### src/rtl/serial_half_duplex_ctrl.sv
// Round-robin scheduler sharing one half-duplex UART between two requesters.
// Optional echo self-check of transmitted bytes: define SERIAL_CTRL_ECHO_CHECK_EN.
module serial_half_duplex_ctrl #(
  parameter int unsigned CLK_FREQ_HZ       = 27_000_000,
  parameter int unsigned TURNAROUND_CYCLES = 64,
  parameter int unsigned RX_TIMEOUT_CYCLES = 27_000
) (
  input  logic        i_clk,
  input  logic        i_rst_n,
  input  logic [1:0]  i_req,
  input  logic [15:0] i_req_tx_len,
  input  logic [15:0] i_req_rx_len,
  output logic [1:0]  o_grant,
  input  logic [15:0] i_src_data,
  input  logic [1:0]  i_src_valid,
  output logic [1:0]  o_src_ready,
  output logic [7:0]  o_rsp_data,
  output logic [1:0]  o_rsp_valid,
  output logic [1:0]  o_xfer_done,
  output logic        o_xfer_timeout,
  output logic        o_echo_err,
  output logic [7:0]  o_uart_tx_data,
  output logic        o_uart_tx_valid,
  input  logic        i_uart_tx_ready,
  input  logic [7:0]  i_uart_rx_data,
  input  logic        i_uart_rx_valid,
  output logic        o_uart_half_duplex_en
);

  typedef enum logic [2:0] {
    S_IDLE, S_GRANT, S_TX_LOAD, S_TX_WAIT, S_TURN, S_RX, S_DONE
  } state_t;

  localparam logic [23:0] TURN_LAST  = 24'(TURNAROUND_CYCLES - 1);
  localparam logic [23:0] RX_TO_LAST = 24'(RX_TIMEOUT_CYCLES - 1);

  generate
    if (CLK_FREQ_HZ == 0 || TURNAROUND_CYCLES == 0 || RX_TIMEOUT_CYCLES == 0 ||
        RX_TIMEOUT_CYCLES > 24'hFF_FFFF) begin : g_bad_param
      $error("serial_half_duplex_ctrl: timing parameters out of range");
    end
  endgenerate

  state_t      r_state, w_next;
  logic        r_owner, r_last_owner;
  logic [1:0]  r_grant;
  logic [7:0]  r_tx_len, r_rx_len, r_tx_cnt, r_rx_cnt;
  logic [23:0] r_timer;
  logic        r_first, r_timeout;
  logic [1:0]  r_src_ready, r_rsp_valid;
  logic        r_tx_valid;
  logic [7:0]  r_tx_data, r_rsp_data;

  logic        w_pick, w_src_vld, w_tx_fire, w_rx_take, w_to_hit;
  logic [7:0]  w_src_byte, w_pick_tx_len, w_pick_rx_len;

  // With both requesting, the one that did not win last time gets the line.
  assign w_pick        = (i_req == 2'b11) ? ~r_last_owner : i_req[1];
  assign w_pick_tx_len = w_pick ? i_req_tx_len[15:8] : i_req_tx_len[7:0];
  assign w_pick_rx_len = w_pick ? i_req_rx_len[15:8] : i_req_rx_len[7:0];
  assign w_src_byte    = r_owner ? i_src_data[15:8] : i_src_data[7:0];
  assign w_src_vld     = i_src_valid[r_owner];

  always_ff @(posedge i_clk or negedge i_rst_n) begin
    if (!i_rst_n) r_state <= S_IDLE;
    else          r_state <= w_next;
  end

  always_comb begin
    w_next    = r_state;
    w_tx_fire = 1'b0;
    w_rx_take = 1'b0;
    w_to_hit  = 1'b0;
    case (r_state)
      S_IDLE:    if (|i_req) w_next = S_GRANT;
      S_GRANT: begin
        if (r_tx_len != 8'd0)      w_next = S_TX_LOAD;
        else if (r_rx_len != 8'd0) w_next = S_TURN;
        else                       w_next = S_DONE;
      end
      S_TX_LOAD: begin
        if (w_src_vld && i_uart_tx_ready) begin
          w_tx_fire = 1'b1;
          w_next    = S_TX_WAIT;
        end
      end
      // tx_ready is stale in the first cycle: the UART has not yet left idle.
      S_TX_WAIT: begin
        if (!r_first && i_uart_tx_ready) begin
          if (r_tx_cnt < r_tx_len)   w_next = S_TX_LOAD;
          else if (r_rx_len != 8'd0) w_next = S_TURN;
          else                       w_next = S_DONE;
        end
      end
      S_TURN:    if (r_timer == TURN_LAST) w_next = S_RX;
      S_RX: begin
        if (i_uart_rx_valid) begin
          w_rx_take = 1'b1;
          if (r_rx_cnt + 8'd1 == r_rx_len) w_next = S_DONE;
        end else if (r_timer == RX_TO_LAST) begin
          w_to_hit = 1'b1;
          w_next   = S_DONE;
        end
      end
      S_DONE:    w_next = S_IDLE;
      default:   w_next = S_IDLE;
    endcase
  end

  always_ff @(posedge i_clk or negedge i_rst_n) begin
    if (!i_rst_n) begin
      r_owner      <= 1'b0;
      r_last_owner <= 1'b1;
      r_grant      <= '0;
      r_tx_len     <= '0;
      r_rx_len     <= '0;
      r_tx_cnt     <= '0;
      r_rx_cnt     <= '0;
      r_first      <= 1'b0;
      r_timeout    <= 1'b0;
      r_src_ready  <= '0;
      r_rsp_valid  <= '0;
      r_tx_valid   <= 1'b0;
      r_tx_data    <= '0;
      r_rsp_data   <= '0;
    end else begin
      r_src_ready <= '0;
      r_rsp_valid <= '0;
      r_tx_valid  <= 1'b0;
      case (r_state)
        S_IDLE: begin
          if (|i_req) begin
            r_owner      <= w_pick;
            r_last_owner <= w_pick;
            r_grant      <= w_pick ? 2'b10 : 2'b01;
            r_tx_len     <= w_pick_tx_len;
            r_rx_len     <= w_pick_rx_len;
            r_tx_cnt     <= '0;
            r_rx_cnt     <= '0;
            r_timeout    <= 1'b0;
          end
        end
        S_TX_LOAD: begin
          if (w_tx_fire) begin
            r_tx_data   <= w_src_byte;
            r_tx_valid  <= 1'b1;
            r_src_ready <= r_grant;
            r_tx_cnt    <= r_tx_cnt + 8'd1;
            r_first     <= 1'b1;
          end
        end
        S_TX_WAIT: r_first <= 1'b0;
        S_RX: begin
          if (w_rx_take) begin
            r_rsp_data  <= i_uart_rx_data;
            r_rsp_valid <= r_grant;
            r_rx_cnt    <= r_rx_cnt + 8'd1;
          end
          if (w_to_hit) r_timeout <= 1'b1;
        end
        S_DONE:  r_grant <= '0;
        default: ;
      endcase
    end
  end

  // One timer serves both the turnaround gap and the per-byte reply timeout.
  always_ff @(posedge i_clk or negedge i_rst_n) begin
    if (!i_rst_n) begin
      r_timer <= '0;
    end else begin
      case (r_state)
        S_TURN:  r_timer <= (r_timer == TURN_LAST) ? 24'd0 : r_timer + 24'd1;
        S_RX:    r_timer <= w_rx_take ? 24'd0 : r_timer + 24'd1;
        default: r_timer <= '0;
      endcase
    end
  end

`ifdef SERIAL_CTRL_ECHO_CHECK_EN
  logic r_echo_seen, r_echo_err;

  // The line is looped back while driven, so each sent byte should echo before tx_ready returns.
  always_ff @(posedge i_clk or negedge i_rst_n) begin
    if (!i_rst_n) begin
      r_echo_seen <= 1'b0;
      r_echo_err  <= 1'b0;
    end else begin
      if (r_state == S_GRANT) r_echo_err <= 1'b0;
      if (w_tx_fire)          r_echo_seen <= 1'b0;
      if (r_state == S_TX_WAIT) begin
        if (i_uart_rx_valid) begin
          r_echo_seen <= 1'b1;
          if (i_uart_rx_data != r_tx_data) r_echo_err <= 1'b1;
        end
        if (!r_first && i_uart_tx_ready && !r_echo_seen && !i_uart_rx_valid)
          r_echo_err <= 1'b1;
      end
    end
  end

  assign o_echo_err = (r_state == S_DONE) && r_echo_err;
`else
  assign o_echo_err = 1'b0;
`endif

  assign o_grant               = r_grant;
  assign o_src_ready           = r_src_ready;
  assign o_rsp_data            = r_rsp_data;
  assign o_rsp_valid           = r_rsp_valid;
  assign o_xfer_done           = (r_state == S_DONE) ? r_grant : 2'b00;
  assign o_xfer_timeout        = (r_state == S_DONE) && r_timeout;
  assign o_uart_tx_data        = r_tx_data;
  assign o_uart_tx_valid       = r_tx_valid;
  assign o_uart_half_duplex_en = (r_state == S_GRANT) || (r_state == S_TX_LOAD) ||
                                 (r_state == S_TX_WAIT);

endmodule

### config.mk
export PLATFORM = sky130hd
export DESIGN_NAME = serial_half_duplex_ctrl
export DESIGN_NICKNAME = d
export VERILOG_FILES = /design/src/rtl/serial_half_duplex_ctrl.sv
export SDC_FILE = /design/constraint.sdc
export NUM_CORES = 1
export LEC_CHECK = 0
export ABC_AREA = 1
export CAP_MARGIN = 30
export CORE_MARGIN = 2
export CORE_UTILIZATION = 45
export CTS_CLUSTER_DIAMETER = 150
export DETAILED_ROUTE_END_ITERATION = 7
export PLACE_DENSITY = 0.72
export REMOVE_ABC_BUFFERS = 1
export SYNTH_ARGS = -nofsm -noshare
export SYNTH_HDL_FRONTEND = slang
export SYNTH_SLANG_ARGS = --single-unit
### constraint.sdc
create_clock -name i_clk -period 2.28 [get_ports i_clk]
set_clock_uncertainty 0.15 [all_clocks]
set_input_delay 0.456 -clock i_clk [delete_from_list [all_inputs] [get_ports i_clk]]
set_output_delay 0.456 -clock i_clk [all_outputs]
set_load 0.01 [all_outputs]
==> results.sh, run 1 <==
export IMPL_drive_gt1_frac=0.107
export IMPL_core_area_um2=10300
export IMPL_drv_cap=0
export IMPL_min_period_ns=2.19
export IMPL_worst_setup_path_end_kind="output pin"
export IMPL_ios=92
export IMPL_finalCritPeriodShare=0.962
export IMPL_met1_usage=0.278
export IMPL_vdd_drop_max_mv=0.523
export IMPL_setup_violations=0
export IMPL_chipWidth_um=107
export IMPL_hold_depth=2
export IMPL_p_leak_nw=2.76
export IMPL_cts_sinks=86
export IMPL_viasPerCell=5.08
export IMPL_start_util=0.463
export IMPL_ys_async_sr_fraction=1.00
export IMPL_worstPathRequired_ns=1.67
export IMPL_num_vias=4291
export IMPL_synth_cells=602
export IMPL_drcViolationCount=0
export IMPL_grt_first_pass_wirelength_um=19600
export IMPL_cts_max_level=3
export IMPL_seq_area_frac_synth=0.453
export IMPL_cp_startpoint="r_state[1]$_DFFE_PN0P_"
export IMPL_rows=37
export IMPL_place_congestion=0.907
export IMPL_antenna_found_initial=0
export IMPL_routed_wl_um=11500
export IMPL_min_delay_start="r_last_owner$_DFFE_PN1P_"
export IMPL_r2r_start="r_rx_cnt[0]$_DFFE_PN0P_"
export IMPL_synth_edf_count=0
export IMPL_io_buffers=90
export IMPL_wl_per_cell_um=13.7
export IMPL_preCtsSetupSlack_ns=0.0802
export IMPL_overflow=0
export IMPL_drt_pass1_iter_count=5
export IMPL_rsz0062_at_grt="no"
export IMPL_dp_hpwl_um=8810
export IMPL_pwr_density_cell_nw_per_um2=913
export IMPL_antenna_cells=0
export IMPL_design_die_area_um2=11400
export IMPL_fin_ws_ns=0.0863
export IMPL_slew_violations=0
export IMPL_yosysWarnings=0
export IMPL_clock_latency_ns=0.35
export IMPL_syn_area_um2=4760
export IMPL_rr_worst_depth=13
export IMPL_worst_pin_slew_ns=0.546
export IMPL_final_antenna_net_count=0
export IMPL_worstPathArrival_ns=1.59
export IMPL_yosys_area_top_type_share=0.447
export IMPL_cts_buffers=9
export IMPL_fmax_mhz=456
export IMPL_cts_root_buf="clkbuf_8"
export IMPL_synth_most_common_cell="nand2_1"
export IMPL_rrSetupSlack_ns=0.23
export IMPL_synth_cell_type_count=42
export IMPL_grt_max_degree=45
export IMPL_r2r_end="r_state[1]$_DFFE_PN0P_"
export IMPL_busiest_layer="met2"
export IMPL_fp_dieH_um=107
export IMPL_min_to="r_last_owner$_DFFE_PN1P_"
export IMPL_ys_ff_latch=86
export IMPL_avgSynthCellArea_um2=7.90
export IMPL_met3_usage=0.0426
export IMPL_synth_top_area_cell="dfrtp_1"
export IMPL_slew_headroom=0.631
export IMPL_cp_max_fo=5
export IMPL_syn2layout_area_growth_pct=28.2
export IMPL_track_usage=0.215
export IMPL_grtUsageMet2=0.368
export IMPL_status="finished clean"
export IMPL_nNetsFinal=778
export IMPL_crit_path_start_kind="flop"
export IMPL_clkSlewWorstSetupHoldPaths_ns=0.09
export IMPL_crit_type="flop to output pin"
export IMPL_setup_tns_ns=0
export IMPL_cts_tree="built"
export IMPL_clk_path_buf_depth=2
export IMPL_detail_route_iter0_violations=218
export IMPL_grt_pass1_vias=4250
export IMPL_timing_hold_worst_class="flop to flop"
export IMPL_synthTopCellsByCount="nand2_1 (125), dfrtp_1 (85), nor2_1 (85), inv_1 (70), o21ai_0 (43)"
export IMPL_synth_area_top_cells="dfrtp_1 (45%), nand2_1 (9.9%), nor2_1 (6.7%)"
export IMPL_hold_viol=0
export IMPL_synth_main_ff_cell="dfrtp_1"
registers in the layout, indices dropped and copies added, names as in the netlist:
name and flops:
r_last_owner 1, r_tx_len 8, o_rsp_valid 2, o_uart_tx_data 8, r_owner 1, r_rx_cnt 8
o_rsp_data 8, r_first 1, o_uart_tx_valid 1, r_timer 24, r_rx_len 8, o_src_ready 2
r_state 3, r_tx_cnt 8, r_timeout 1, o_grant 2
report_power, final:
part | total [mW] | switching [mW] | internal [mW]
combinational | 2.29 | 1.27 | 1.02
clock | 1.11 | 0.596 | 0.515
sequential | 2.16 | 0.248 | 1.92
kinds of logic (layout without fill, tap and decap cells):
family	Yosys count	after routing	synth area share
AO/OA/AOI/OAI	88	88	0.105
XOR/XNOR	15	15	0.0276
adder cells (fa/ha/maj)	10	10	0.0263
buffers and inverters	95	202	0.0805
flip-flops	86	86	0.453
multiplexers	8	8	0.0189
other	1	1	0.000788
AND/OR/NAND/NOR	299	299	0.288
cell type report:
type,count,area (um^2)
Clock inverter,6,71.3
Inverter,80,303
Tap cell,136,170
Sequential cell,86,2150
Timing Repair Buffer,106,1040
Fill cell,936,4180
Multi-Input combinational cell,421,2230
Clock buffer,10,128
worst max-delay path by stage:
stage | to
after floorplan | r_tx_cnt[7]$_DFFE_PN0P_
after global placement | r_state[2]$_DFFE_PN0P_
after detailed placement | r_state[0]$_DFFE_PN0P_
after CTS | o_uart_half_duplex_en
after global routing | r_timer[18]$_DFF_PN0_
final | o_uart_half_duplex_en
critical path, stage by stage (launching register included):
cell and delay, ns:
dfrtp_1 0.41, buf_4 0.16, nor2_1 0.13, nor2_1 0.06, clkdlybuf4s50_1 0.48
through the flow:
step | cells | total power, mW | cell area (um^2) | util | hold slack (ns)
3_5_place_dp | 826 | 4.46 | 5870 | 0.571 | 0.221
2_1_floorplan | 587 | 3.46 | 4680 | - | 0.0104
6_report | 845 | 5.57 | 6100 | 0.594 | 0.316
4_1_cts | 844 | 5.58 | 6090 | 0.593 | 0.320
3_3_place_gp | 826 | 4.39 | 5870 | 0.571 | 0.221
5_1_grt | 845 | 5.98 | 6100 | 0.594 | 0.340
metal layers:
layer / vias up / share of wire
met2: 122 / 0.48
met1: 1999 / 0.45
met3: 12 / 0.052
met4: 0 / 0.016
li1: 2158 / -
met5: - / 0
cell usage in the layout (no fill, tap or decap), drive strengths merged, types with 3 or more instances in the layout:
master,n
a21oi,11
buf,16
clkbuf,10
clkdlybuf4s50,86
dfrtp,85
dlygate4sd2,3
ha,10
inv,81
mux2,8
nand2,131
nand3,43
nand4,9
nor2,96
nor3,10
nor4,8
o21ai,48
o22ai,22
xnor2,4
xor2,11
timing repair:
action | CTS | global route
hold endpoints to repair | 19 | 0
setup buffers | 1 | 1
resized for setup | 6 | 1
hold buffers | 1 | 0
endpoints found under the setup margin | 3 | 3
No activity file was read; power rests on OpenSTA's default activity.
==> inputs of run 2 (changes only) <==
- GPL_ROUTABILITY_DRIVEN: default -> 0
- SLEW_MARGIN: default -> 20
==> run 2 against run 1 <==
  * Maximum frequency rose by 1.1%
  * Sequential power barely moved
  * Final area rose by 0.14%
  * Final cell count fell by 0.12%
  * Via count rose by 1.2%
  * First-iteration DRC count fell by 24%
  * Routed wire length fell by 0.63%
  * Count of clock-buffer cells in the layout rose by 1
  * Non-clock buffer count fell by 1
  * Global-route usage fell by 0.32 points
  * Setup slack improved by 0.025 ns
  * Sequential share of layout area fell by 0.051 points
==> results.sh, run 2 (synthesized netlist as in run 1, its figures left out) <==
export IMPL_p_seq_frac=0.390
export IMPL_hold_depth=2
export IMPL_cts_root_buf="clkbuf_8"
export IMPL_drive_gt1_frac=0.107
export IMPL_detail_route_iter0_violations=166
export IMPL_grt_first_pass_wirelength_um=19300
export IMPL_cp_cell_sequence="buf_4 > nor3_4 > inv_2 > nor2_1 > dlygate4sd2_1"
export IMPL_track_usage=0.212
export IMPL_pwr_density_cell_nw_per_um2=908
export IMPL_drcViolationCount=0
export IMPL_grt_pass1_vias=4369
export IMPL_antenna_found_initial=0
export IMPL_hold_viol=0
export IMPL_finalCritPeriodShare=0.951
export IMPL_nNetsFinal=777
export IMPL_cp_max_fo=4
export IMPL_worst_pin_slew_ns=0.562
export IMPL_fp_dieH_um=107
export IMPL_io_buffers=90
export IMPL_cp_num_cells=5
export IMPL_vdd_drop_max_mv=0.571
export IMPL_fmax_mhz=461
export IMPL_cts_tree="built"
export IMPL_dp_hpwl_um=8750
export IMPL_cts_max_level=3
export IMPL_final_antenna_net_count=0
export IMPL_clk_path_buf_depth=2
export IMPL_power_mw=5.55
export IMPL_ios=92
export IMPL_crit_path_start_kind="flop"
export IMPL_cts_sinks=86
export IMPL_worstPathRequired_ns=1.67
export IMPL_layout_common_cells="nand2_1 (125), clkdlybuf4s50_1 (86), nor2_1 (84), dfrtp_1 (84), inv_1 (69)"
export IMPL_cts_buffers=9
export IMPL_path_buf_inv=3
export IMPL_grt_max_degree=42
export IMPL_design_die_area_um2=11400
export IMPL_fin_area_um2=6110
export IMPL_core_area_um2=10300
export IMPL_slew_headroom=0.625
export IMPL_pwr_share_comb=0.414
export IMPL_preCtsSetupSlack_ns=0.120
export IMPL_critPathSlowestCell="dfrtp_1"
export IMPL_largest_register_ffs=24
export IMPL_status="finished clean"
export IMPL_final_common_cell="nand2_1"
export IMPL_crit_type="flop to output pin"
export IMPL_drt_pass1_iter_count=5
export IMPL_max_stage_delay_ns=0.39
export IMPL_power_internal_mw=3.47
export IMPL_dpl_cell_area_um2=5880
export IMPL_switchingPower_mw=2.07
export IMPL_setup_tns_ns=0
export IMPL_rsz0062_at_grt="no"
export IMPL_min_period_ns=2.17
export IMPL_swShare=0.374
export IMPL_cpLargestDelayFamily="buffers and inverters"
export IMPL_worstPathArrival_ns=1.56
export IMPL_setup_violations=0
export IMPL_p_leak_nw=2.76
export IMPL_clkSlewWorstSetupHoldPaths_ns=0.09
export IMPL_drv_cap=0
export IMPL_num_vias=4342
export IMPL_p_clk_frac=0.195
export IMPL_wl_per_cell_um=13.6
export IMPL_fin_ws_ns=0.111
export IMPL_viasPerCell=5.14
export IMPL_largest_register="r_timer"
export IMPL_timing_hold_worst_class="flop to flop"
export IMPL_rr_worst_depth=13
export IMPL_antenna_cells=0
export IMPL_chipWidth_um=107
export IMPL_worst_setup_path_end_kind="output pin"
export IMPL_start_util=0.463
export IMPL_slew_violations=0
export IMPL_routed_wl_um=11500
export IMPL_rows=37
export IMPL_overflow=0
export IMPL_clock_latency_ns=0.36
export IMPL_syn2layout_area_growth_pct=28.4
## run 2: per-layer routing
layer,vias to the layer above,track usage,wire (um)
met1,2060,0.251,4990
met2,112,0.381,5790
li1,2154,-,-
met4,0,0.0677,164
met3,16,0.0474,523
met5,-,0,0
## run 2: final cells by class
cell class / instances / area, um^2
fill: 928 / 4170
multi-input combinational: 421 / 2230
sequential: 86 / 2150
timing repair buffer: 105 / 1050
inverter: 80 / 303
tap: 136 / 170
clock buffer: 11 / 141
clock inverter: 5 / 58.8
## run 2: worst reg2reg max path: cells and delay by family (launching register included)
| kind | cells | cell delay, ns |
|---|---|---|
| adder cells (fa/ha/maj) | 1 | 0.24 |
| AND/OR/NAND/NOR | 12 | 1.09 |
| flip-flops | 1 | 0.45 |
## run 2: what timing repair did
| action | CTS | global route |
|---|---|---|
| endpoints found under the hold margin | 39 | 0 |
| setup buffers | 0 | 1 |
| setup endpoints to repair | 3 | 2 |
| gates resized for setup | 6 | 2 |
| pin swaps | 1 | 0 |
| hold buffers | 1 | 0 |
## run 2: final timing paths
path	slack, ns	end	from
max	0.11	o_xfer_done[0]	r_state[0]$_DFFE_PN0P_
min	0.33	r_last_owner$_DFFE_PN1P_	r_last_owner$_DFFE_PN1P_
max reg2reg	0.24	r_state[1]$_DFFE_PN0P_	r_rx_cnt[0]$_DFFE_PN0P_
min reg2reg	0.33	r_last_owner$_DFFE_PN1P_	r_last_owner$_DFFE_PN1P_
max in group asynchronous	0.88	r_last_owner$_DFFE_PN1P_	i_rst_n
min in group asynchronous	0.49	r_rx_cnt[7]$_DFFE_PN0P_	i_rst_n
## run 2: metrics by stage
step                hold WS [ns]  cells   util
CTS                        0.335    843  0.593
global placement           0.308    826  0.572
finish                     0.327    844  0.594
detailed placement         0.321    826  0.572
global route               0.361    844  0.594
floorplan                 0.0104    587      -
## run 2: power by group through the flow
stage / Sequential (mW) / Clock [mW] / Combinational, mW
3_3_place_gp: 2.18 / 0 / 2.21
6_report: 2.16 / 1.08 / 2.30
4_1_cts: 2.17 / 1.11 / 2.29
5_1_grt: 2.21 / 1.18 / 2.58
3_5_place_dp: 2.19 / 0 / 2.27
2_1_floorplan: 2.26 / 0 / 1.20
==> inputs of run 3 (changes only) <==
- CAP_MARGIN: 30 -> 20
==> results of run 3 <==
No change in the layout: final DEF, timing and power equal those of run 2.
